## src/rtl/line_transfer_engine.sv

```systemverilog
// Cache-line transfer engine: master on the main-memory command/data handshake.
// Turns one cache-line request (fill, write-back, or write-back then fill) into a
// line-aligned memory command followed by a burst of WORDS_PER_LINE 32-bit beats,
// returns the filled line and reports a timeout abort via o_resp_err.
//
// Ports:
//   i_clk, i_rst_n                      clock (rising edge), async active-low reset
//   i_req_valid / o_req_ready           cache request handshake (ready only in idle)
//   i_req_type                          00 fill, 01 write-back, 10 wb then fill, 11 fill
//   i_req_addr, i_req_wb_addr           fill / victim byte addresses
//   i_line_wdata                        victim line, word i at [32i+31:32i]
//   o_resp_valid, o_resp_err            one-cycle completion pulse, error qualifier
//   o_line_rdata                        filled line, same packing as i_line_wdata
//   o_mem_cmd_*  / i_mem_cmd_ready      memory command channel
//   o_mem_wdata* / i_mem_wdata_ready    memory write-beat channel
//   i_mem_rdata_valid, i_mem_rdata      memory read-beat channel (always accepted)
module line_transfer_engine #(
    parameter int unsigned WORDS_PER_LINE = 8,
    parameter int unsigned TIMEOUT_CYCLES = 1023
) (
    input  logic                         i_clk,
    input  logic                         i_rst_n,
    input  logic                         i_req_valid,
    output logic                         o_req_ready,
    input  logic [1:0]                   i_req_type,
    input  logic [31:0]                  i_req_addr,
    input  logic [31:0]                  i_req_wb_addr,
    input  logic [WORDS_PER_LINE*32-1:0] i_line_wdata,
    output logic                         o_resp_valid,
    output logic                         o_resp_err,
    output logic [WORDS_PER_LINE*32-1:0] o_line_rdata,
    output logic                         o_mem_cmd_valid,
    input  logic                         i_mem_cmd_ready,
    output logic                         o_mem_cmd_write,
    output logic [31:0]                  o_mem_cmd_addr,
    output logic                         o_mem_wdata_valid,
    input  logic                         i_mem_wdata_ready,
    output logic [31:0]                  o_mem_wdata,
    input  logic                         i_mem_rdata_valid,
    input  logic [31:0]                  i_mem_rdata
);

    localparam int unsigned IdxW  = $clog2(WORDS_PER_LINE);
    localparam int unsigned BeatW = IdxW + 1;
    localparam int unsigned CntW  = $clog2(TIMEOUT_CYCLES + 1);

    localparam logic [31:0]       AlignMask = ~(32'(WORDS_PER_LINE * 4) - 32'd1);
    localparam logic [BeatW-1:0]  LastBeat  = BeatW'(WORDS_PER_LINE - 1);
    localparam logic [CntW-1:0]   CntLast   = CntW'(TIMEOUT_CYCLES - 1);

    typedef enum logic [2:0] {StIdle, StWbCmd, StWbData, StRdCmd, StRdData, StResp} state_e;

    state_e                         r_state, w_state_next;
    logic                           r_req_ready;
    logic [BeatW-1:0]               r_beat, w_beat_next;
    logic [CntW-1:0]                r_cnt, w_cnt_next;
    logic                           r_err, w_err_next;
    logic                           w_stall;
    logic                           w_accept;
    logic                           w_req_wb;
    logic [31:0]                    r_fill_addr, r_wb_addr;
    logic                           r_wb_then_fill;
    logic [WORDS_PER_LINE-1:0][31:0] r_wdata;
    logic [WORDS_PER_LINE-1:0][31:0] r_line_rdata;

    assign w_accept = i_req_valid && r_req_ready;
    assign w_req_wb = (i_req_type == 2'b01) || (i_req_type == 2'b10);

    // State register
    always_ff @(posedge i_clk or negedge i_rst_n) begin
        if (!i_rst_n) begin
            r_state     <= StIdle;
            r_req_ready <= 1'b0;
            r_beat      <= '0;
            r_cnt       <= '0;
            r_err       <= 1'b0;
        end else begin
            r_state     <= w_state_next;
            r_req_ready <= (w_state_next == StIdle);
            r_beat      <= w_beat_next;
            r_cnt       <= w_cnt_next;
            r_err       <= w_err_next;
        end
    end

    // Next-state logic. The timeout counter defaults to 0, so every handshake and
    // every state change clears it; only a stalled cycle advances it.
    always_comb begin
        w_state_next = r_state;
        w_beat_next  = r_beat;
        w_cnt_next   = '0;
        w_err_next   = r_err;
        w_stall      = 1'b0;
        unique case (r_state)
            StIdle: begin
                if (w_accept) begin
                    w_err_next   = 1'b0;
                    w_state_next = w_req_wb ? StWbCmd : StRdCmd;
                end
            end
            StWbCmd: begin
                if (i_mem_cmd_ready) begin
                    w_state_next = StWbData;
                    w_beat_next  = '0;
                end else begin
                    w_stall = 1'b1;
                end
            end
            StWbData: begin
                if (i_mem_wdata_ready) begin
                    if (r_beat == LastBeat) begin
                        w_state_next = r_wb_then_fill ? StRdCmd : StResp;
                    end else begin
                        w_beat_next = r_beat + 1'b1;
                    end
                end else begin
                    w_stall = 1'b1;
                end
            end
            StRdCmd: begin
                if (i_mem_cmd_ready) begin
                    w_state_next = StRdData;
                    w_beat_next  = '0;
                end else begin
                    w_stall = 1'b1;
                end
            end
            StRdData: begin
                if (i_mem_rdata_valid) begin
                    if (r_beat == LastBeat) begin
                        w_state_next = StResp;
                    end else begin
                        w_beat_next = r_beat + 1'b1;
                    end
                end else begin
                    w_stall = 1'b1;
                end
            end
            StResp: begin
                w_state_next = StIdle;
            end
            default: begin
                w_state_next = StIdle;
            end
        endcase
        if (w_stall) begin
            if (r_cnt == CntLast) begin
                w_state_next = StResp;
                w_err_next   = 1'b1;
            end else begin
                w_cnt_next = r_cnt + 1'b1;
            end
        end
    end

    // Request capture and fill-data storage
    always_ff @(posedge i_clk or negedge i_rst_n) begin
        if (!i_rst_n) begin
            r_fill_addr    <= '0;
            r_wb_addr      <= '0;
            r_wb_then_fill <= 1'b0;
            r_wdata        <= '0;
            r_line_rdata   <= '0;
        end else begin
            if (w_accept) begin
                r_fill_addr    <= i_req_addr & AlignMask;
                r_wb_addr      <= i_req_wb_addr & AlignMask;
                r_wb_then_fill <= (i_req_type == 2'b10);
                r_wdata        <= i_line_wdata;
            end
            if (r_state == StRdData && i_mem_rdata_valid) begin
                r_line_rdata[r_beat[IdxW-1:0]] <= i_mem_rdata;
            end
        end
    end

    // Outputs decoded from state only, so they are all 0 while reset holds IDLE
    always_comb begin
        o_mem_cmd_valid   = 1'b0;
        o_mem_cmd_write   = 1'b0;
        o_mem_cmd_addr    = '0;
        o_mem_wdata_valid = 1'b0;
        o_mem_wdata       = '0;
        o_resp_valid      = 1'b0;
        o_resp_err        = 1'b0;
        unique case (r_state)
            StWbCmd: begin
                o_mem_cmd_valid = 1'b1;
                o_mem_cmd_write = 1'b1;
                o_mem_cmd_addr  = r_wb_addr;
            end
            StWbData: begin
                o_mem_wdata_valid = 1'b1;
                o_mem_wdata       = r_wdata[r_beat[IdxW-1:0]];
            end
            StRdCmd: begin
                o_mem_cmd_valid = 1'b1;
                o_mem_cmd_addr  = r_fill_addr;
            end
            StResp: begin
                o_resp_valid = 1'b1;
                o_resp_err   = r_err;
            end
            default: ;
        endcase
    end

    assign o_req_ready  = r_req_ready;
    assign o_line_rdata = r_line_rdata;

endmodule

```

## config.mk

```make
export PLATFORM = sky130hd
export DESIGN_NAME = line_transfer_engine
export DESIGN_NICKNAME = d
export VERILOG_FILES = /design/src/rtl/line_transfer_engine.sv
export SDC_FILE = /design/constraint.sdc
export NUM_CORES = 1
export LEC_CHECK = 0
export ABC_AREA = 1
export CORE_ASPECT_RATIO = 1.5
export CORE_MARGIN = 8
export CORE_UTILIZATION = 30
export CTS_BUF_LIST = sky130_fd_sc_hd__clkbuf_2
export CTS_CLUSTER_SIZE = 24
export DETAILED_ROUTE_END_ITERATION = 12
export PLACE_DENSITY = 0.53
export SLEW_MARGIN = 30
export SYNTH_ARGS = -nofsm -noshare
export SYNTH_HDL_FRONTEND = slang
export SYNTH_SLANG_ARGS = --single-unit
```

## constraint.sdc

```tcl
create_clock -name i_clk -period 3.55 [get_ports i_clk]
set_input_delay 0.71 -clock i_clk [delete_from_list [all_inputs] [get_ports i_clk]]
set_output_delay 0.71 -clock i_clk [all_outputs]
set_load 0.01 [all_outputs]
```

# Word-level counts from Yosys, hierarchy flattened
# Cells that the tools add are included.
# classes
n_addsub	2
n_mux	39
n_lt_le_gt_ge	2
n_reduce_logical	9
n_eq_ne	12
# op_table
cell	count
256-bit bitwise mux	1
32-bit binary-select mux with 3-bit select	1
32-bit demux with 3-bit select	1
32-bit two-way mux	3
32-bit case mux with 2 select lines	1
3-bit two-way mux	10
10-bit two-way mux	2
4-bit two-way mux	4
3-bit case mux with 5 select lines	1
1-bit two-way mux	12
4-bit case mux with 3 select lines	1
10-bit by 1-bit adder with 10-bit output, second input constant	1
10-bit equality test, second input constant	1
3-bit by 2-bit equality test with 1-bit output, second input constant	2
3-bit equality test, second input constant	2
3-bit zero test	2
4-bit by 1-bit adder with 4-bit output, second input constant	1
4-bit by 3-bit equality test with 1-bit output, second input constant	1
3-bit by 4-bit less-than comparator with 1-bit output, second input constant	1
2-bit != test, second input constant	2
4-bit AND reduction	1
3-bit by 1-bit equality test with 1-bit output, second input constant	1
3-bit by 1-bit greater-or-equal comparator with 1-bit output, second input constant	1
1-bit logical AND	3
other kinds (8)	8
# totals
regBits	586
wordCells	88
out_inout_bits	326

# Depth between registers and ports, before layout
# Gate-level depths: netlist of run 1.
# logic_depth
word_depth	8
mapped_depth	10
depth_no_buf	9

# Worst setup path before layout of run 1
# Ideal clock, no wire load.
# synth_timing
path_type	register to output
startpoint	reg r_beat[0]
endpoint	out o_mem_wdata[27]
path_slack_ns	1.421
stages_incl_launch_ff	10
arrival_ns	1.419
n_path_buf	4
cell_sequence	dfrtp_1 > buf_2 > inv_2 > buf_4 > buf_6 > buf_6 > nand2_1 > a21oi_1 > o21ai_1 > a21oi_1
# synth_via
elab_chain_cells	3
# synth_lines
element	line	source
start: declaration	55	logic [BeatW-1:0] r_beat, w_beat_next;
start signal: assignment	80	r_beat <= w_beat_next;
32-bit binary-select mux with 3-bit select	194	o_mem_wdata = r_wdata[r_beat[IdxW-1:0]];
32-bit two-way mux (implied by the code)	194	
32-bit two-way mux	186	unique case (r_state)
end: declaration	38	output logic [31:0] o_mem_wdata,
# No other way between the ends. The select of a mux whose other input is x is not followed.

# Worst setup path after layout of run 1
# layout_timing
startpoint	reg r_beat[0]
endpoint	out o_mem_wdata[1]
# The elaborated chain is that of the path after synthesis.

==> impl_results.md, run 1 <==
- Crit path max fanout: 9
- Synth warn: 0
- Die Y: about 380 um
- Buf/Inv on CP: 4
- Yosys top cell area share: 0.567
- Wire per inst: 20.8 um
- IO buf count: 670
- Worst slew pin tran: a little over 0.9 ns
- Post-synthesis to final-layout area growth: 57.2%
- HP Start: i_req_valid
- Clk_lat worst skew: about 1.3 ns
- Worst Hold Slack: 0.332 ns
- Final Cycle Share: 1.05
- RD Place Congestion: just over 0.8
- Lkg Pwr: 20.3 nW
- Total Power: roughly 0.028 W
- Total global-route track usage: 0.238
- F_max: between 200 and 300 MHz
- Max stage delay on crit path: 0.56 ns
- Final worst setup slack: -0.166 ns
- Clock buffer depth: 3
- Initial Util: 0.301
- First-pass GRT wire length: 174000 um
- Worst Clk Skew: 0.0616 ns
- DR iter-0 viols: about 1600
- Post-Syn Area: between 20000 and 30000 um2
- Layout cells sized above 1: 0.128
- Layout Nets: about 4700
- Mean Syn Cell Area: 7.91 um2
- # DRC: 0
- Count of final max-slew check failures: 0
- Hold Crit Class: in -> reg
- Dpl hpwl: approximately 76000 um
- Vias per cell: 4.66
- Setup violators final: 32
- R2R Path Start: r_state[1]
- Max-cap viol count: 0
- Power per cell area: about 690 nW/um2
- Die W: 256 um
- Worst Path Required: 2.84 ns
- Crit-path most repeated cell: nand2_1
- Die Area: 96100 um2
- Via count: 26300
- Count of state elements after synthesis: 586
- Routed WL: around 120000 um
- Crit end category: output pin
- CP top delay family: buffers and inverters
- Clk slew on worst S/H paths: about 0.11 ns
- Status: finished with violations
- Violated checks: negative setup slack
- Worst setup SP type: register
- Reg2Reg Capture Point: o_line_rdata[239]
- RSZ-0062 raised after global routing: yes
- Commonest non-fill, non-tap cell in the layout: nand2_1
- TritonRoute pass-1 iters: 5
- Crit Path Category: reg -> out
- Synth unique cells: 28
- Max-slew headroom: 0.377
- Root buf cell: clkbuf_2
- Sequential area share after synthesis: 0.567
- Vias in the first global route: 27500
- CTS H-tree depth: 4
- Routed Antenna Nets: 0
- Grt ovf: 0
- Synth area leader: dfrtp_1
- Tmin final: 3.72 ns
- WHS Endpoint: r_wdata[23]
- Core Footprint: around 86000 um2
- VDD IR max: ~0.6 mV
- Reg2Reg Setup Slack: 0.98 ns
- Crit-path slowest cell: dfrtp_4
- I/O pin count: 686
- Top cells by area, synth: dfrtp_1 57%, nand2_1 28%, o21ai_0 5.5%, a21oi_1 1.9%, buf_2 1.5%
- Initial antenna violation count: 19
- Hold Vio Cnt, Final: 0
- Cell chain of the critical path: inv_12 -> buf_16 -> buf_4 -> nand2_1 -> nand2_1 -> nand2_1 -> nand2_1 -> nand2_1 -> a21oi_2 -> buf_2
- CTS tree: built
- Num rows: 132
- Register-to-Register Path Depth: 7
- Clock sink count: 586
- CTS Buf Count: 153
- Worst hold path depth: 5
- Synth Instances: between 3000 and 4000
- Arrival @ worst endpoint: 3.01 ns
- Most frequent cells in the layout: 1864 x nand2_1, 605 x clkdlybuf4s50_1, 581 x dfrtp_1, 392 x dlygate4sd3_1, 263 x o21ai_0
- Pin count of the biggest net entering global routing: between 200 and 250
worst max path at each step:
stage,startpoint,endpoint,depth (start not counted)
4_1_cts,r_beat[0],o_mem_wdata[11],11
5_1_grt,r_beat[0],o_mem_wdata[1],10
3_3_place_gp,r_beat[0],o_mem_wdata[28],10
3_5_place_dp,r_beat[0],o_mem_wdata[28],10
2_1_floorplan,r_beat[0],o_mem_wdata[27],9
6_report,r_beat[0],o_mem_wdata[1],10
logic make-up after synthesis:
family,Yosys count,synth area share
and+or+nand+nor,1981,0.293
DFF,586,0.567
AOI/OAI and AO/OA,421,0.0855
buffers and inverters,268,0.0495
xor gates and xnor gates,8,0.00271
adders and majority gates,4,0.00193
other,1,0.000145
state kept, by name (all words and copies together) (netlist names):
name	count
r_cnt	10
r_err	1
o_line_rdata	256
r_fill_addr	27
o_req_ready	1
r_wdata	256
r_beat	4
r_state	3
r_wb_addr	27
r_wb_then_fill	1
final cells by class:
cell class | count | area, um2
sequential | 586 | 14700
fill | 8503 | 45200
antenna | 16 | 40.0
inverter | 26 | 161
multi-input combinational | 2419 | 10500
tap | 1139 | 1430
clock inverter | 42 | 253
timing repair inverter | 4 | 55.1
timing repair buffer | 1191 | 12500
clock buffer | 220 | 1100
metal layers:
metal,up-vias,wire [um],global-route usage
met3,244,8720,0.0750
met1,12500,46000,0.269
met5,-,49,0
met4,8,4780,0.113
li1,12500,-,-
met2,990,57700,0.405
worst reg2reg max path, cell delays in order, from the launching register on:
cell	delay, ns
dfrtp_2	0.47
buf_4	0.19
nor2_4	0.16
nand3_4	0.48
buf_4	0.49
buf_4	0.33
o21ai_0	0.24
nand2_1	0.07
power by group:
group | total (W) | switching (W) | internal [W]
registers | 0.0104 | 0.00140 | 0.00896
clock network | 0.00480 | 0.00294 | 0.00187
logic | 0.0127 | 0.00719 | 0.00554
total | 0.0279 | 0.0115 | 0.0164
through the flow:
stage / util / instance area (um2) / setup slack [ns] / setup TNS, ns / cells
2_1_floorplan: - / 25900 / 1.42 / 0 / 3273
6_report: 0.474 / 40700 / -0.166 / -3.60 / 5643
3_5_place_dp: 0.393 / 33800 / 0.478 / 0 / 4907
4_1_cts: 0.467 / 40100 / -0.496 / -19.99 / 5613
3_3_place_gp: 0.393 / 33800 / 0.471 / 0 / 4907
5_1_grt: 0.474 / 40700 / -0.481 / -19.44 / 5642
synth_stat cells (all sizes together):
library cell / count
nand2: 1910
dfrtp: 586
o21ai: 298
buf: 139
clkbuf: 103
a21oi: 96
nor2: 39
a22o: 27
inv: 26
nand3: 17
nand4: 11
xor2: 5
ha: 4
xnor2: 3
and2: 1
conb: 1
nand3b: 1
nor3: 1
nor3b: 1
repair_timing:
action	CTS	global route
cloned	19	8
setup endpoints to repair	64	59
hold buffers	393	0
setup buffers	32	7
pin swaps	52	34
endpoints found under the hold margin	1080	0
resized for setup	435	83
Note: power is estimated with default switching activity, not from simulation.
==> run 2, diff against run 1 <==
--- a/config.mk
+++ b/config.mk
@@ -7,7 +7,7 @@
 export LEC_CHECK = 0
 export ABC_AREA = 1
 export CORE_ASPECT_RATIO = 1.5
-export CORE_MARGIN = 8
+export CORE_MARGIN = 2
 export CORE_UTILIZATION = 30
 export CTS_BUF_LIST = sky130_fd_sc_hd__clkbuf_2
 export CTS_CLUSTER_SIZE = 24
==> impl_results.md, run 2 (synthesized netlist as in run 1, its figures left out) <==
- Post-synthesis to final-layout area growth: 56.5% (was 57.2%)
- Worst Hold Slack: 0.253 ns (was 0.332 ns)
- Final worst setup slack: -0.353 ns (was -0.166 ns)
- Worst Clk Skew: 0.0951 ns (was 0.0616 ns)
- Clock sink count: 586 (unchanged)
- Hold Vio Cnt, Final: 0 (unchanged)
- Layout cells sized above 1: 0.137 (was 0.128)
- CTS H-tree depth: 4 (unchanged)
- Max-slew headroom: 0.333 (was 0.377)
- CP Capture Point: o_mem_wdata[17] (was o_mem_wdata[1])
- Via count: 26300 (about the same)
- Routed WL: 114000 um (was 117000 um)
- Die Area: 88600 um2 (was 96100 um2)
- Int Pwr: 0.0166 W (was 0.0164 W)
- First-pass GRT wire length: 168000 um (was 174000 um)
- Arrival @ worst endpoint: 3.19 ns (was 3.01 ns)
- IO buf count: 670 (unchanged)
- Initial antenna violation count: 25 (was 19)
- Status: finished with violations (unchanged)
- Initial Util: 0.304 (was 0.301)
- Crit path max fanout: 8 (was 9)
- CTS tree: built (unchanged)
- Wire per inst: 20.5 um (was 20.8 um)
- HP Start: i_req_valid (unchanged)
- Num rows: 131 (was 132)
- Commonest non-fill, non-tap cell in the layout: nand2_1 (unchanged)
- Crit-path slowest cell: dfrtp_4 (unchanged)
- Core Util, Final: 0.475 (was 0.474)
- Non-Filler Instances: 5593 (was 5643)
- Clock share of power: 0.174 (was 0.172)
- Pin count of the biggest net entering global routing: 144 (was 216)
- TritonRoute pass-1 iters: 5 (unchanged)
- Die Y: 364 um (was 376 um)
- Buf/Inv on CP: 6 (was 4)
- Part of the power in combinational logic: 0.462 (was 0.456)
- Vias in the first global route: 26700 (was 27500)
- Crit end category: output pin (unchanged)
- Crit Path Category: reg -> out (unchanged)
- Max stage delay on crit path: 0.56 ns (about the same)
- Crit. Startpoint: r_beat[0] (unchanged)
- Final Cycle Share: 1.10 (was 1.05)
- Layout Nets: 4722 (was 4745)
- Power per cell area: 699 nW/um2 (was 686 nW/um2)
- Grt ovf: 0 (unchanged)
- Crit-path most repeated cell: nand2_1 (unchanged)
- Tmin final: 3.90 ns (was 3.72 ns)
- Dpl hpwl: 71800 um (was 76200 um)
- RD Place Congestion: 0.841 (was 0.812)
- Clk_lat worst skew: 1.45 ns (was 1.34 ns)
- Worst setup SP type: register (unchanged)
- Register-to-Register Path Depth: 11 (was 7)
- Reg2Reg Capture Point: o_line_rdata[98] (was o_line_rdata[239])
- Most frequent cells in the layout: 1850 x nand2_1, 605 x clkdlybuf4s50_1, 581 x dfrtp_1, 353 x dlygate4sd3_1, 262 x o21ai_0 (was 1864 x nand2_1, 605 x clkdlybuf4s50_1, 581 x dfrtp_1, 392 x dlygate4sd3_1, 263 x o21ai_0)
- CTS Buf Count: 152 (was 153)
- Routed Antenna Nets: 0 (unchanged)
- Worst slew pin tran: 1.00 ns (was 0.934 ns)
- Cell chain of the critical path: inv_12 -> buf_16 -> buf_8 -> buf_6 -> buf_6 -> nand2_2 -> nand2_1 -> nand2_1 -> nand2_1 -> nand2_1 -> a21oi_2 -> buf_2 (was inv_12 -> buf_16 -> buf_4 -> nand2_1 -> nand2_1 -> nand2_1 -> nand2_1 -> nand2_1 -> a21oi_2 -> buf_2)
- Reg power frac: 0.364 (was 0.371)
- Count of final max-slew check failures: 0 (unchanged)
- Clock buffer depth: 3 (unchanged)
- Lkg Pwr: 20.4 nW (was 20.3 nW)
- CP top delay family: buffers and inverters (unchanged)
- DR iter-0 viols: 1579 (was 1559)
- Stages on worst setup path: 12 (was 10)
- R2R Path Start: r_beat[0] (was r_state[1])
- Max-cap viol count: 0 (unchanged)
- Die W: 244 um (was 256 um)
- Setup violators final: 52 (was 32)
- Vias per cell: 4.70 (was 4.66)
- Switching Share: 0.413 (about the same)
- Reg2Reg Setup Slack: 0.94 ns (was 0.98 ns)
- F_max: 256 MHz (was 269 MHz)
- Root buf cell: clkbuf_2 (unchanged)
- Pre-CTS setup slack: 0.358 ns (was 0.478 ns)
- Violated checks: negative setup slack (unchanged)
- # DRC: 0 (unchanged)
- DP Area: 33700 um2 (was 33800 um2)
- VDD IR max: 0.417 mV (was 0.598 mV)
- Hold Crit Class: in -> reg (unchanged)
- Core Footprint: 85200 um2 (was 85900 um2)
- Final Cell Area: 40500 um2 (was 40700 um2)
- Psw: 0.0117 W (was 0.0115 W)
- Total global-route track usage: 0.254 (was 0.238)
- Placed Cells: 4899 (was 4907)
- Worst Path Required: 2.84 ns (about the same)
- Clk slew on worst S/H paths: 0.11 ns (about the same)
- I/O pin count: 686 (unchanged)
- RSZ-0062 raised after global routing: yes (unchanged)
run 2: cell types whose count changed in the layout (fill, tap and decap cells not counted), sizes merged:
| cell | change |
|---|---|
| clkbuf | -13 |
| inv | +4 |
| clkdlybuf4s15 | +1 |
| bufbuf | +1 |
| clkinv | -18 |
| bufinv | +2 |
| dlygate4sd3 | -39 |
| buf | +21 |
run 2: worst min-delay path by stage:
stage	to	slack (ns)	depth (start not counted)
after floorplan	o_line_rdata[0]	0.41	0
after global placement	r_wdata[55]	0.46	2
after detailed placement	r_wdata[249]	0.46	2
after CTS	r_wdata[115]	0.003	5
after global routing	r_wdata[115]	0.13	5
final	r_wdata[67]	0.25	5
run 2: cell type report:
class                      count  area [um2]
timing repair inverter         4        60.1
fill                        8455       44700
multi-input combinational   2419       10500
tap                         1130        1410
timing repair buffer        1169       12300
inverter                      26         155
clock buffer                 213        1070
antenna                       16        40.0
sequential                   586       14700
clock inverter                30         279
run 2: worst reg2reg max path, stage by stage (launching register included):
cell	delay, ns
dfrtp_4	0.56
buf_12	0.17
buf_16	0.16
buf_16	0.16
buf_4	0.14
buf_4	0.15
nand3_2	0.06
buf_4	0.44
nor2_4	0.08
buf_4	0.31
nand2_1	0.14
nand2_1	0.06
run 2: per-stage QoR:
stage               setup TNS, ns  power (W)
finish                      -9.57     0.0283
global route               -24.20     0.0302
CTS                        -25.02     0.0281
detailed placement              0     0.0206
global placement                0     0.0204
floorplan                       0     0.0156
run 2: routing by layer:
metal | up-vias | global-route usage | wire length (um)
met3 | 230 | 0.0668 | 7360
met5 | - | 0 | 104
met1 | 12600 | 0.295 | 45200
met2 | 967 | 0.435 | 57000
met4 | 16 | 0.121 | 4720
li1 | 12400 | - | -
run 2: power by group through the flow:
stage,registers [W],logic (W),clock network [W]
after floorplan,0.0103,0.00527,0
after global placement,0.0103,0.0101,0
after detailed placement,0.0103,0.0102,0
after CTS,0.0102,0.0127,0.00516
after global routing,0.0106,0.0142,0.00548
final,0.0103,0.0131,0.00493
run 2: timing repair:
action,CTS,global route
buffers inserted,46,14
cloned,22,4
hold buffers,354,0
endpoints found under the setup margin,64,60
hold endpoints to repair,1114,0
pin swaps,56,64
resized for setup,484,80
